$ cat src/rtl/maze_env.sv
// rtl/maze_env.sv - walled 8x8 grid environment: robot pose, wall sensors, move counter
// Consumes front/rotate commands and presents Moore-style head/left wall sensors.
module maze_env #(
  parameter logic [63:0] MAP       = 64'h0,
  parameter int unsigned START_X   = 0,
  parameter int unsigned START_Y   = 0,
  parameter int unsigned START_DIR = 0,
  parameter int unsigned GOAL_X    = 7,
  parameter int unsigned GOAL_Y    = 7,
  parameter int unsigned MOVES_W   = 16
) (
  input  logic               clk,
  input  logic               rst,
  input  logic               front,
  input  logic               rotate,
  output logic               head,
  output logic               left,
  output logic [2:0]         pos_x,
  output logic [2:0]         pos_y,
  output logic [1:0]         dir,
  output logic               collision,
  output logic               at_goal,
  output logic [MOVES_W-1:0] moves
);

  localparam logic [2:0] SX = 3'(START_X);
  localparam logic [2:0] SY = 3'(START_Y);
  localparam logic [1:0] SD = 2'(START_DIR);
  localparam logic [2:0] GX = 3'(GOAL_X);
  localparam logic [2:0] GY = 3'(GOAL_Y);

  logic [2:0]         x_q, x_d, y_q, y_d;
  logic [1:0]         dir_q, dir_d;
  logic               coll_q, coll_d;
  logic [MOVES_W-1:0] moves_q, moves_d;
  logic [5:0]         fwd_cell;

  // Returns {ny, nx}; the 3-bit wrap is harmless because at_edge masks it.
  function automatic logic [5:0] neighbour(input logic [2:0] x, input logic [2:0] y,
                                           input logic [1:0] d);
    logic [2:0] nx;
    logic [2:0] ny;
    nx = x;
    ny = y;
    case (d)
      2'd0:    ny = y - 3'd1;
      2'd1:    nx = x + 3'd1;
      2'd2:    ny = y + 3'd1;
      default: nx = x - 3'd1;
    endcase
    return {ny, nx};
  endfunction

  function automatic logic at_edge(input logic [2:0] x, input logic [2:0] y,
                                   input logic [1:0] d);
    case (d)
      2'd0:    return y == 3'd0;
      2'd1:    return x == 3'd7;
      2'd2:    return y == 3'd7;
      default: return x == 3'd0;
    endcase
  endfunction

  function automatic logic blocked(input logic [2:0] x, input logic [2:0] y,
                                   input logic [1:0] d);
    return at_edge(x, y, d) | MAP[neighbour(x, y, d)];
  endfunction

  assign fwd_cell = neighbour(x_q, y_q, dir_q);
  assign head     = blocked(x_q, y_q, dir_q);
  assign left     = blocked(x_q, y_q, dir_q + 2'd3);

  always_comb begin
    x_d     = x_q;
    y_d     = y_q;
    dir_d   = dir_q;
    coll_d  = coll_q;
    moves_d = moves_q;
    if (rotate) begin
      dir_d = dir_q + 2'd1;
    end else if (front && !head) begin
      x_d = fwd_cell[2:0];
      y_d = fwd_cell[5:3];
      if (moves_q != '1) moves_d = moves_q + 1'b1;
    end else if (front) begin
      coll_d = 1'b1;
    end
  end

  always_ff @(posedge clk) begin
    if (rst) begin
      x_q     <= SX;
      y_q     <= SY;
      dir_q   <= SD;
      coll_q  <= 1'b0;
      moves_q <= '0;
    end else begin
      x_q     <= x_d;
      y_q     <= y_d;
      dir_q   <= dir_d;
      coll_q  <= coll_d;
      moves_q <= moves_d;
    end
  end

  assign pos_x     = x_q;
  assign pos_y     = y_q;
  assign dir       = dir_q;
  assign collision = coll_q;
  assign moves     = moves_q;
  assign at_goal   = (x_q == GX) && (y_q == GY);

endmodule

$ cat config.mk
export PLATFORM = sky130hd
export DESIGN_NAME = maze_env
export DESIGN_NICKNAME = d
export VERILOG_FILES = /design/src/rtl/maze_env.sv
export SDC_FILE = /design/constraint.sdc
export NUM_CORES = 1
export LEC_CHECK = 0
export BUFFER_PORTS_ARGS = -buffer_cell sky130_fd_sc_hd__buf_2
export CAP_MARGIN = 5
export CORE_MARGIN = 2
export CORE_UTILIZATION = 59
export CTS_BUF_LIST = sky130_fd_sc_hd__clkbuf_2 sky130_fd_sc_hd__clkbuf_4 sky130_fd_sc_hd__clkbuf_8
export DETAILED_ROUTE_END_ITERATION = 10
export PLACE_DENSITY = 0.86
export SLEW_MARGIN = 20
export SYNTH_ARGS = -nofsm -noshare
export SYNTH_HDL_FRONTEND = slang
export SYNTH_SLANG_ARGS = --single-unit
export TNS_END_PERCENT = 50
$ cat constraint.sdc
create_clock -name clk -period 4.5 [get_ports clk]
set_input_delay 0.9 -clock clk [delete_from_list [all_inputs] [get_ports clk]]
set_output_delay 0.9 -clock clk [all_outputs]
set_load 0.005 [all_outputs]
# Yosys cells after proc, flatten, opt, wreduce, memory -nomap -nowiden
# Memories as Yosys holds them, arrays and structs flattened.
# Index checks and enable logic that the tools add are counted.
# Widths: inputs -> output; s select.
[classes]
reduce_logical = 12
magnitude_cmp = 2
n_eq_ne = 7
div_mod_pow = 0
muxes = 8
n_bitwise = 4
multipliers = 0
add_sub_neg = 7
n_shift = 0
[op_table]
columns = ["operator", "count"]
rows = [
  ["$pmux 3 s2", 4],
  ["$add 16x1->16 const B", 1],
  ["$ne 16x16->1 const B", 1],
  ["$lt 6x7->1 const B", 2],
  ["$add 3x1->3 const B", 2],
  ["$eq 3x3->1 const B", 2],
  ["$logic_not 3->1", 2],
  ["$pmux 1 s3", 2],
  ["$reduce_and 3->1", 2],
  ["$sub 3x1->3 const B", 2],
  ["$eq 2x1->1 const B", 2],
  ["$eq 2x2->1 const B", 2],
  ["$logic_not 2->1", 2],
  ["$reduce_or 2->1", 2],
  ["$add 2x1->2 const B", 1],
  ["$add 2x2->2 const B", 1],
  ["$logic_and 1x1->1", 2],
  ["$mux 1", 2],
  ["$not 1->1", 2],
  ["$or 1x1->1", 2],
  ["$reduce_and 2->1", 1],
  ["$logic_not 1->1", 1],
]
[totals]
memories = 2
inputBits = 4
ram_bits = 0
register_bits = 25
latchBits = 0
out_inout_bits = 28
word_cells = 47
rom_bits = 128
[memory_table]
columns = ["memory", "words", "word_bits", "rd", "rd_ports_with_merged_regs", "write_ports", "line", "text"]
rows = [
  ["(name not given)", 64, 1, 1, 0, 0, "66", "return at_edge(x, y, d) | MAP[neighbour(x, y, d)];"],
  ["(name not given)", 64, 1, 1, 0, 0, "66", ""],
]

# Longest topological paths before layout
# Gate-level depths: netlist of the first run.
[logic_depth]
ltp_word = 10
mapped_depth = 8
ltp_nobuf = 8

# Least setup slack after synthesis of the first run
# OpenSTA, ideal clock, no wires.
[synth_path]
kind = "register to output"
startpoint = "reg dir_q[0] (netlist: dir[0])"
endpoint = "out head"
stages_incl_launch_ff = 6
t_required_ns = 3.600
path_slack_ns = 2.004
t_arrival_ns = 1.596
n_path_buf = 0
cell_sequence = "dfxtp_1 inv_1 ha_1 and4_4 o41ai_4 inv_1"
[synth_between]
elab_chain_len = 6
elab_cells_between_ends = 10
classes_between = "2 x eq/ne; 4 x mux; 1 x bitwise; 2 x reduce/logical; 1 x memory"
[synth_rtl]
columns = ["item", "line", "text"]
rows = [
  ["start: declaration", "33", "logic [1:0] dir_q, dir_d;"],
  ["start signal: assignment", "100", "dir_q <= dir_d;"],
  ["$eq 2x2->1 or $logic_not 2->1 (tied branches)", "45, 56", ""],
  ["$reduce_or 2->1 (no source line)", "n/a", ""],
  ["$pmux 3 s2", "45", "case (d)"],
  ["$mem_v2 64x1", "n/a", ""],
  ["$mux 1 (not written as such)", "66", ""],
  ["$or 1x1->1 (*)", "66", ""],
  ["end: declaration", "16", "output logic head,"],
]
# Every way passes the cells marked *; elsewhere a longest branch is shown, timed or not. The select of a mux whose other input is x is not followed.

# Worst setup path after layout of the first run
# Same ends and word-level chain as after synthesis.

==> impl_summary.md, run 1 <==
Global route
The first global-routing pass estimated 4.81 mm of wire. The initial antenna violation count is 0. The overall fraction of global-route tracks in use is 0.239. Entering global routing, the biggest net connects 27 pins. The number of global-route vias before repair was 1086. The total grt overflow is 0.

Timing
Derived from the worst setup path, the maximum achievable clock frequency is 313 MHz. The number of endpoints with negative hold slack in the final report is 0. Clock skew on the completed layout was measured at 8.94 ps.

The final count of pins violating max slew is 0. Dividing the final minimum period by the clock period gives 0.711. The slew of the pin with the lowest slew margin is 618 ps.

The sum of negative setup slack is 0 ps. The total of endpoints with negative setup slack in the final report is 0. Measured against its own limit, the worst slew margin works out to 0.587. The worst path in the final design needs a cycle of 3200 ps, including I/O delays and setup.

Setup repair after global routing left no endpoint under its margin. The hold slack is between 500 and 600 ps.

Floorplanning
The chip height is 52.1 µm. The total area inside the core boundary comes to around 2200 µm². The die width is 52.1 µm. The floorplan step defined a die boundary enclosing about 2700 µm². The number of placed I/O pins is 32. The initialized floorplan defines 17 standard-cell rows.

The effective utilization at floorplan is 0.624.

Layout
The library cells used most frequently in the layout, excluding fill and tap cells, are sky130_fd_sc_hd__buf_2, sky130_fd_sc_hd__dfxtp_1, sky130_fd_sc_hd__nor2_1. The filler cell count is 179. The growth of design area from synthesis to finish is 14.2%. The number of diodes is 0. The most common cell after layout, fill and taps aside is sky130_fd_sc_hd__buf_2. The ratio of cells with drive above 1 in the final layout is 0.220.

In the final design database the tool counted 200 nets.

Routing
The detail route stage leaves a number of antenna-violating nets equal to 0. The number of optimization iterations in the first detailed-route pass is 4. Using the TritonRoute via totals, the vias-per-cell ratio works out to 5.80.

In the final routing, the length of wire on met1 measures 1.36 mm. After detailed routing, no signal wire sits above met4. The detail-routed net length per standard cell is 14.2 µm. The number of DRC markers in iteration 0 is 42.

The total wire length after detailed routing is 3.03 mm. The number of remaining DRC errors is 0. The length of routed met3 wiring is 149 µm. Detailed routing inserted a total of 1241 vias. The amount of wire on met2 after detailed routing is 1.46 mm.

CTS
The number of H-tree branching levels is 1. The cell sitting at the root of the clock tree is a sky130_fd_sc_hd__clkbuf_4. The post-CTS repair timing setup buffer count is 0. The clock latency on the worst-skew pair is between 300 and 400 ps. Counting every sink on the clock net gives 25. The post-CTS clock slew at the launch and capture registers of the worst setup and hold paths is about 140 ps. In this run, CTS created clock tree buffers numbering 3. TritonCTS built the clock tree. The maximum number of buffers from clock root to sink is 2. The number of gates resized after CTS was 0. Hold repair after CTS inserted 0 buffers.

Placed design
The HPWL after detailed placement is 2.14 mm. The global placer's final weighted congestion is 0.829. Buffers placed on the I/O ports in this run total 31.

Worst setup path
The kind of critical path is flop to output pin. The type of origin of the critical path is a flop. The required time of the critical path is roughly 3600 ps. The data arrival time of the worst path is 2300 ps.

The worst setup path is captured at an output pin. The biggest fanout along the worst timing path is 8.

Synth
After technology mapping, the gate count stands at 156. Averaged over all synthesized cells, the footprint is 8.76 µm². The share of the Yosys chip area taken by registers is 0.366. The mapped netlist covers 1370 µm². Yosys mapped the design onto 33 distinct sky130hd cell types. The net count after synthesis is 169.

The synthesized design contains 25 register bits. The Yosys step of the flow raised 0 warnings.

Pwr
The peak supply drop is about 230 µV. The sum of internal, switching and leakage power is 0.442 mW. The leakage power is 0.643 nW. In this run the power density over the cells is 283 nW/µm².

Worst hold path
The tightest min-delay check is of the flop to flop type.

Outcome
The flow ran to the end, and the final reports show no timing, DRC or antenna violations.

Run
The tool flagged a number of max-cap violations equal to 0.
==> report_power, final <==
part,switching (mW),internal [mW]
combinational,0.0487,0.0363
sequential,0.0134,0.230
clock,0.0732,0.0408
total,0.135,0.307
==> synth_stat cells, drive strengths merged <==
| library cell | instances | share of area |
|---|---|---|
| nand2 | 7 | 0.019 |
| o41ai | 1 | 0.020 |
| a21oi | 13 | 0.048 |
| o211ai | 2 | 0.015 |
| buf | 2 | 0.011 |
| o21ai | 9 | 0.033 |
| mux2i | 4 | 0.029 |
| dfxtp | 25 | 0.37 |
| nand3 | 8 | 0.029 |
| or4 | 4 | 0.022 |
| nor3 | 3 | 0.011 |
| xnor2 | 5 | 0.032 |
| nor4b | 1 | 0.0064 |
| clkbuf | 3 | 0.0082 |
| nor4 | 2 | 0.0092 |
| fa | 2 | 0.029 |
| inv | 10 | 0.027 |
| o22ai | 1 | 0.0046 |
| mux2 | 1 | 0.0082 |
| xor2 | 5 | 0.032 |
| o2111ai | 2 | 0.017 |
| or3 | 9 | 0.041 |
| ha | 7 | 0.064 |
| nor2 | 18 | 0.049 |
| nand4 | 4 | 0.018 |
| nor2b | 1 | 0.0046 |
| and4 | 3 | 0.022 |
| o31ai | 4 | 0.022 |
==> per-stage QoR <==
stage          cell area [µm²]  std cells  utilization  worst slack (ps)
3_3_place_gp              1530        210        0.698              1830
2_1_floorplan             1370        156            -              2000
4_1_cts                   1560        214        0.712              1340
3_5_place_dp              1530        210        0.698              1690
5_1_grt                   1560        214        0.712              1230
6_report                  1560        214        0.712              1300
==> flip-flops by register name (all words and copies together) (netlist names) <==
| register | cells |
|---|---|
| pos_x | 3 |
| moves | 16 |
| pos_y | 3 |
| dir | 2 |
| collision | 1 |
==> routing by layer <==
metal	vias to the layer above	global-route usage
li1	620	-
met1	581	0.305
met2	34	0.397
met3	6	0.0259
met4	0	0.123
met5	-	0
==> cells by family after synthesis <==
| kind of cell | share of synthesized area |
|---|---|
| DFF | 0.366 |
| adders and majority gates | 0.0934 |
| AOI/OAI and AO/OA | 0.159 |
| and+or+nand+nor | 0.233 |
| xor gates and xnor gates | 0.0641 |
| muxes | 0.0375 |
| buffers and inverters | 0.0467 |
==> critical path, cell delays in order, from the launching register on <==
cell                      delay [ps]
sky130_fd_sc_hd__dfxtp_1         500
sky130_fd_sc_hd__inv_1           110
sky130_fd_sc_hd__ha_1            290
sky130_fd_sc_hd__and4_4          230
sky130_fd_sc_hd__o41ai_4         540
sky130_fd_sc_hd__inv_1           140
sky130_fd_sc_hd__buf_2           160
==> worst paths after layout <==
check / start / endpoint / slack, ps / cells after the start
worst min register to register: collision$_SDFFE_PP0P_ / collision$_SDFFE_PP0P_ / 510 / 2
worst max register to register: dir[0]$_SDFFE_PP0P_ / moves[5]$_SDFFE_PP0P_ / 1630 / 7
worst min-delay path: collision$_SDFFE_PP0P_ / collision$_SDFFE_PP0P_ / 510 / 2
worst max-delay path: dir[0]$_SDFFE_PP0P_ / head / 1300 / 6
==> area by class of cell <==
type                       instances  area (µm²)  share of cell area
tap                               28        35.0              0.0225
timing repair buffer              31         155              0.0994
sequential                        25         500               0.321
multi-input combinational        116         802               0.514
inverter                          10        37.5              0.0241
clock buffer                       4        30.0              0.0192
Note: power is estimated with default switching activity, not from simulation.
==> run 2, diff against run 1 <==
--- a/config.mk
+++ b/config.mk
@@ -8,10 +8,10 @@
 export BUFFER_PORTS_ARGS = -buffer_cell sky130_fd_sc_hd__buf_2
 export CAP_MARGIN = 5
 export CORE_MARGIN = 2
-export CORE_UTILIZATION = 59
+export CORE_UTILIZATION = 50
 export CTS_BUF_LIST = sky130_fd_sc_hd__clkbuf_2 sky130_fd_sc_hd__clkbuf_4 sky130_fd_sc_hd__clkbuf_8
 export DETAILED_ROUTE_END_ITERATION = 10
-export PLACE_DENSITY = 0.86
+export PLACE_DENSITY = 0.78
 export SLEW_MARGIN = 20
 export SYNTH_ARGS = -nofsm -noshare
 export SYNTH_HDL_FRONTEND = slang
==> constraint.sdc (replaced) <==
create_clock -name clk -period 2.9 [get_ports clk]
set_input_delay 0.58 -clock clk [delete_from_list [all_inputs] [get_ports clk]]
set_output_delay 0.58 -clock clk [all_outputs]
set_load 0.005 [all_outputs]
==> run 2 against run 1 <==
Against the previous run:
- critical path depth up 1
- setup slack worse by 1100 ps
- clock skew up 0.86 ps
- sequential power up 55%
- critical path type unchanged
- largest cell class unchanged
==> impl_summary.md, run 2 (synthesis gave the netlist of run 1 again) <==
Outcome
The run finished with clean final reports.

Placed design
The HPWL after detailed placement came to 2.07 mm (-3.3%). The worst setup slack before clock tree synthesis came to 371 ps (-1320 ps). The global placer's final weighted congestion is 0.754 (-9.1%).

The number of port buffers is 31 (unchanged). The placement-stage cell area is 1560 µm² (+1.6%).

Routing
The detailed-routing wirelength on met1 is 1.29 mm (-5.1%). The number of remaining DRC errors is 0 (unchanged). The length of routed met3 wiring is 86 µm (-42%). The number of optimization iterations in the first detailed-route pass is 4 (unchanged).

Signal routing reaches up to met4. The overall via count from detail_route is 1230 (-0.89%). The via count normalized by instance count came to 5.62 (-3.1%). The number of routed nets with antenna violations is 0 (unchanged). The amount of wire on met2 after detailed routing came to 1.35 mm (-7.6%).

The detail-routed net length per standard cell is 12.6 µm (-11%). The total wire length after detailed routing is 2.76 mm (-8.9%). The number of DRC markers in iteration 0 is 34 (-19%).

Worst setup path
The required time of the critical path is 2320 ps (-1280 ps). The internal reg-to-reg setup slack was 440 ps (-1190 ps). The kind of capture point of the worst setup path is an output pin.

The data arrival time of the worst path was 2110 ps (-190 ps). The worst setup path is launched from a flop. The biggest fanout along the worst timing path is 7 (-1). The worst setup path is of the flop to output pin kind.

Timing
The number of endpoints with negative hold slack in the final report is 0 (unchanged). The tightest slew margin relative to the limit is 0.579 (-0.00730). The total of endpoints with negative setup slack in the final report is 0 (unchanged).

The clock skew after layout is 9.79 ps (+0.858 ps). Setup repair after global routing left no endpoint under its margin. The slew of the pin with the lowest slew margin is 629 ps (+10.9 ps).

Derived from the worst setup path, the maximum achievable clock frequency is 371 MHz. The post-route minimum period is 2690 ps. The sum of negative setup slack is 0 ps (unchanged). The slack of the critical path came to 207 ps (-1090 ps).

The final count of pins violating max slew is 0 (unchanged). The share of the clock period used by the worst path is 0.928.

Floorplanning
The die area is 3170 µm² (+17%). The effective utilization at floorplan is 0.542 (-0.0820). The number of placed I/O pins is 32 (unchanged). The core footprint is 2520 µm² (+15%). The die width came to 56.3 µm (+8.0%). The number of rows created at floorplan was 18 (+1). The chip height is 56.3 µm (+8.0%).

Layout
The final cell area excluding filler cells is 1590 µm² (+1.7%). The library cell used most frequently in the layout, excluding fill and tap cells, is sky130_fd_sc_hd__buf_2. The ratio of cells with drive above 1 in the final layout was 0.238 (+0.0177). The growth of design area from synthesis to finish is 16.1%.

The library cells used most frequently in the layout, excluding fill and tap cells, are sky130_fd_sc_hd__buf_2, sky130_fd_sc_hd__dfxtp_1, sky130_fd_sc_hd__nor2_1. The number of flip-flops under the largest register name is 16 (unchanged). The number of diodes came to 0 (unchanged). The final net count came to 203 (+1.5%).

CTS
The hold buffer count at CTS is 0 (unchanged). The clock latency on the worst-skew pair is 320 ps (about the same). The number of buffers created by CTS was 3 (unchanged).

TritonCTS built the clock tree. The maximum number of buffers from clock root to sink came to 2 (unchanged). The number of H-tree branching levels was 1 (unchanged). The buffer cell driving the clock tree root is sky130_fd_sc_hd__clkbuf_4. The post-CTS clock slew at the launch and capture registers of the worst setup and hold paths came to 140 ps (about the same).

The number of sinks driven by the clock tree is 25 (unchanged).

Global route
The total grt overflow came to 0 (unchanged). The overall fraction of global-route tracks in use is 0.186 (-0.0533). The global-route wire length before repair is 4.81 mm (unchanged). The number of global-route vias before repair is 1119 (+3.0%). The initial antenna violation count is 0 (unchanged).

The largest net degree at the start of global routing came to 27 (unchanged).

Pwr
The peak supply drop is 298 µV (+32%). The areal power density over the cells was 421 nW/µm² (+49%). The leakage power is 0.653 nW (+1.6%).

Worst hold path
The worst hold path belongs to the class flop to flop.

Run
The max-capacitance violation count is 0 (unchanged).
run 2: cell count changes in the layout (fill, tap and decap cells not counted):
cell                         change
sky130_fd_sc_hd__clkinvlp_4      +1
sky130_fd_sc_hd__clkbuf_4        -1
sky130_fd_sc_hd__buf_4           +3
sky130_fd_sc_hd__dfxtp_2         +1
sky130_fd_sc_hd__dfxtp_1         -1
run 2: repair_timing:
action | 4_1_cts | 5_1_grt
endpoints found under the setup margin | 0 | 1
gates resized for setup | 0 | 1
setup buffers | 0 | 0
run 2: final cells by class:
class | instances | area, µm²
repair buffers | 34 | 178
clock inverters | 1 | 7.51
inverters | 10 | 37.5
fillers | 225 | 936
clock buffers | 3 | 22.5
flip-flops and latches | 25 | 502
multi-input cells | 116 | 802
well taps | 30 | 37.5
run 2: where the power goes:
part,switching (mW),internal (mW)
Combinational,0.0728,0.0616
Sequential,0.0208,0.356
Clock,0.103,0.0526
Total,0.197,0.471
run 2: routing by layer:
| metal | track usage | vias to the layer above |
|---|---|---|
| li1 | - | 627 |
| met2 | 0.328 | 28 |
| met5 | 0 | - |
| met4 | 0.0714 | 0 |
| met1 | 0.230 | 571 |
| met3 | 0.0207 | 4 |
run 2: path summary, 6_finish.rpt:
check | from | endpoint | depth (start not counted)
setup / recovery | dir[1]$_SDFFE_PP0P_ | head | 7
hold / removal | moves[11]$_SDFFE_PP0P_ | moves[11]$_SDFFE_PP0P_ | 2
setup reg to reg | dir[0]$_SDFFE_PP0P_ | moves[10]$_SDFFE_PP0P_ | 7
hold reg to reg | moves[11]$_SDFFE_PP0P_ | moves[11]$_SDFFE_PP0P_ | 2
run 2: stage by stage:
stage	hold WS, ps	util	total power [mW]	instances
after global placement	447	0.617	0.514	215
final	510	0.629	0.668	219
after detailed placement	491	0.617	0.519	215
after global routing	545	0.629	0.710	219
after floorplan	460	-	0.474	156
after CTS	512	0.628	0.677	219
run 2: worst max-delay path, cell delays in order, from the launching register on:
cell and delay (ps):
sky130_fd_sc_hd__dfxtp_1 390, sky130_fd_sc_hd__inv_1 110, sky130_fd_sc_hd__ha_1 260, sky130_fd_sc_hd__nor4b_1 540
sky130_fd_sc_hd__o41ai_4 110, sky130_fd_sc_hd__buf_4 190, sky130_fd_sc_hd__inv_1 80, sky130_fd_sc_hd__buf_2 110
==> run 3, diff against run 2 <==
--- a/config.mk
+++ b/config.mk
@@ -7,11 +7,10 @@
 export LEC_CHECK = 0
 export BUFFER_PORTS_ARGS = -buffer_cell sky130_fd_sc_hd__buf_2
 export CAP_MARGIN = 5
-export CORE_MARGIN = 2
-export CORE_UTILIZATION = 50
-export CTS_BUF_LIST = sky130_fd_sc_hd__clkbuf_2 sky130_fd_sc_hd__clkbuf_4 sky130_fd_sc_hd__clkbuf_8
+export CORE_UTILIZATION = 47
+export CTS_BUF_LIST = sky130_fd_sc_hd__clkbuf_16
 export DETAILED_ROUTE_END_ITERATION = 10
-export PLACE_DENSITY = 0.78
+export PLACE_DENSITY = 0.74
 export SLEW_MARGIN = 20
 export SYNTH_ARGS = -nofsm -noshare
 export SYNTH_HDL_FRONTEND = slang
==> run 3 against run 2 <==
Against the previous run:
- critical path depth unchanged
- die area is 1.3% lower
- cell area is 2.7% higher
- sequential share of layout area decreased by 0.90 points
- via count rose by 0.16%
- combinational power barely moved
- clock skew fell by 5.5 ps
- setup slack worse by 13 ps
- count of clock-buffer cells in the layout is the same
- largest power group unchanged
==> impl_summary.md, run 3 (synthesis gave the netlist of run 1 again) <==
Global route
The total grt overflow is 0 (unchanged). The number of global-route vias before repair is 1163 (+3.9%). The overall fraction of global-route tracks in use came to 0.205 (+0.0194). The initial antenna violation count was 0 (unchanged). The global-route wire length before repair was 5.13 mm (+6.7%). The largest net degree at the start of global routing is 27 (unchanged).

Routing
The number of routed nets with antenna violations is 0 (unchanged). The number of optimization iterations in the first detailed-route pass was 4 (unchanged). The number of DRC markers in iteration 0 came to 22 (-35%). The overall via count from detail_route is 1232 (+0.16%).

The total wire length after detailed routing was 2.94 mm (+6.7%). The via count normalized by instance count came to 5.63 (+0.16%). The number of remaining DRC errors was 0 (unchanged).

The detail-routed net length per standard cell came to 13.4 µm (+6.7%).

Pwr
The areal power density over the cells came to 502 nW/µm² (+19%). The peak supply drop is 447 µV (+50%). The sum of internal, switching and leakage power is 0.818 mW (+22%). The leakage power is 0.676 nW (+3.4%).

Worst setup path
The required time of the critical path is 2320 ps (about the same). Walking the worst path, the cells encountered are inv_1 -> ha_1 -> and4_4 -> o41ai_4 -> buf_4 -> inv_1 -> buf_2. The critical path is of the flop to output pin type. STA classifies the critical path endpoint as an output pin. The biggest fanout along the worst timing path is 7 (unchanged). The largest individual stage delay along the critical path comes from the cell sky130_fd_sc_hd__dfxtp_1. The data arrival time of the worst path was 2130 ps (+20 ps). The largest stage delay on the critical path is 470 ps (-70 ps).

Counting stages on the worst path, the most repeated cell is sky130_fd_sc_hd__inv_1. The worst setup path is launched from a flop. The dominant delay contributor by cell family on the critical path is buffers and inverters.

The number of buffer and inverter stages on the critical path is 4 (unchanged).

Timing
Setup repair after global routing left no endpoint under its margin. The tightest slew margin relative to the limit is 0.586 (+0.00689). The slack of the critical path is 194 ps (-13.0 ps). The share of the clock period used by the worst path was 0.933 (+0.00449).

The hold slack is 461 ps (-48.9 ps). The slew of the pin with the lowest slew margin came to 619 ps (-10.3 ps). The sum of negative setup slack is 0 ps (unchanged). The final count of pins violating max slew is 0 (unchanged). The number of endpoints with negative hold slack in the final report is 0 (unchanged).

The timing-limited maximum frequency was 370 MHz (-0.48%). The post-route minimum period is 2710 ps (+13.0 ps). The clock skew after layout is 4.31 ps (-5.48 ps). The total of endpoints with negative setup slack in the final report is 0 (unchanged).

CTS
TritonCTS built the clock tree. The clock latency on the worst-skew pair is 260 ps (-60 ps). The count of cells resized by post-cts repair is 0 (unchanged).

The buffer cell driving the clock tree root is sky130_fd_sc_hd__clkbuf_16. The post-CTS repair timing setup buffer count was 0 (unchanged). The maximum number of buffers from clock root to sink is 2 (unchanged).

The number of H-tree branching levels is 1 (unchanged). The number of sinks driven by the clock tree is 25 (unchanged). The post-CTS clock slew at the launch and capture registers of the worst setup and hold paths came to 60 ps (-80 ps). The number of buffers created by CTS was 3 (unchanged). The hold buffer count at CTS is 0 (unchanged).

Placed design
The worst setup slack before clock tree synthesis is 345 ps (-25.9 ps). The placement-stage cell area is 1550 µm² (-0.40%). The global placer's final weighted congestion is 0.789 (+4.8%). The number of instances in the placed design was 215 (unchanged). The number of port buffers is 31 (unchanged).

The HPWL after detailed placement is 2.09 mm (+0.78%).

Layout
The ratio of cells with drive above 1 in the final layout came to 0.229 (-0.00937). The core utilization of the finished layout is 0.591 (-0.0382). The most common cell after layout, fill and taps aside is sky130_fd_sc_hd__buf_2.

In the layout the commonest cells are sky130_fd_sc_hd__buf_2, sky130_fd_sc_hd__dfxtp_1, sky130_fd_sc_hd__nor2_1. The final cell area excluding filler cells was 1630 µm² (+2.7%). The number of flip-flops under the largest register name was 16 (unchanged). The final net count is 202 (-0.49%).

The growth of design area from synthesis to finish is 19.2%. The filler cell count is 265 (+18%). The final cell count without fillers is 219 (unchanged).

The number of diodes is 0 (unchanged).

Floorplanning
The effective utilization at floorplan came to 0.495 (-0.0462). The chip height is 55.9 µm (-0.64%). The number of rows created at floorplan is 19 (+1).

The die width is 55.9 µm (-0.64%). The number of placed I/O pins is 32 (unchanged). The core footprint is 2760 µm² (+9.3%). The die area is 3130 µm² (-1.3%).

Run
The max-capacitance violation count is 0 (unchanged).

Worst hold path
The tightest min-delay check is of the flop to flop type.

Outcome
The flow ran to the end, and the final reports show no timing, DRC or antenna violations.
run 3: changes by cell type in the layout (fill, tap and decap cells not counted):
cell,delta
sky130_fd_sc_hd__buf_4,-1
sky130_fd_sc_hd__clkbuf_16,+3
sky130_fd_sc_hd__clkbuf_4,-3
sky130_fd_sc_hd__clkinv_2,+1
sky130_fd_sc_hd__clkinvlp_4,-1
sky130_fd_sc_hd__dfxtp_1,+1
sky130_fd_sc_hd__dfxtp_2,-1
run 3: worst paths after layout:
path                                             start                      to  slack [ps]  cells after the start
worst min-delay path            collision$_SDFFE_PP0P_  collision$_SDFFE_PP0P_         460                      2
worst max register to register     dir[0]$_SDFFE_PP0P_   moves[6]$_SDFFE_PP0P_         320                      7
worst max-delay path               dir[0]$_SDFFE_PP0P_                    head         190                      7
worst min register to register  collision$_SDFFE_PP0P_  collision$_SDFFE_PP0P_         460                      2
run 3: metal layers:
layer | up-vias | global-route usage | wire length (µm)
met4 | 0 | 0.105 | 64
met1 | 571 | 0.246 | 1330
met3 | 7 | 0.0395 | 131
met2 | 34 | 0.349 | 1420
met5 | - | 0 | 0
li1 | 620 | - | -
run 3: final cells by class:
| class | count | area (µm²) | area share |
|---|---|---|---|
| multi-input cells | 116 | 802 | 0.492 |
| flip-flops and latches | 25 | 500 | 0.307 |
| repair buffers | 33 | 170 | 0.104 |
| clock buffers | 3 | 75.1 | 0.0461 |
| well taps | 31 | 38.8 | 0.0238 |
| inverters | 10 | 37.5 | 0.0230 |
| clock inverters | 1 | 5.00 | 0.00307 |
run 3: worst min-delay path: stages, from the launching register on:
cell	delay (ps)
sky130_fd_sc_hd__dfxtp_1	320
sky130_fd_sc_hd__a21oi_1	40
sky130_fd_sc_hd__nor2_1	70
run 3: power breakdown:
| part | switching, mW | internal, mW | leakage [nW] |
|---|---|---|---|
| sequential | 0.0208 | 0.356 | 0.202 |
| clock | 0.120 | 0.186 | 0.0409 |
| combinational | 0.0740 | 0.0616 | 0.433 |
| total | 0.214 | 0.603 | 0.676 |
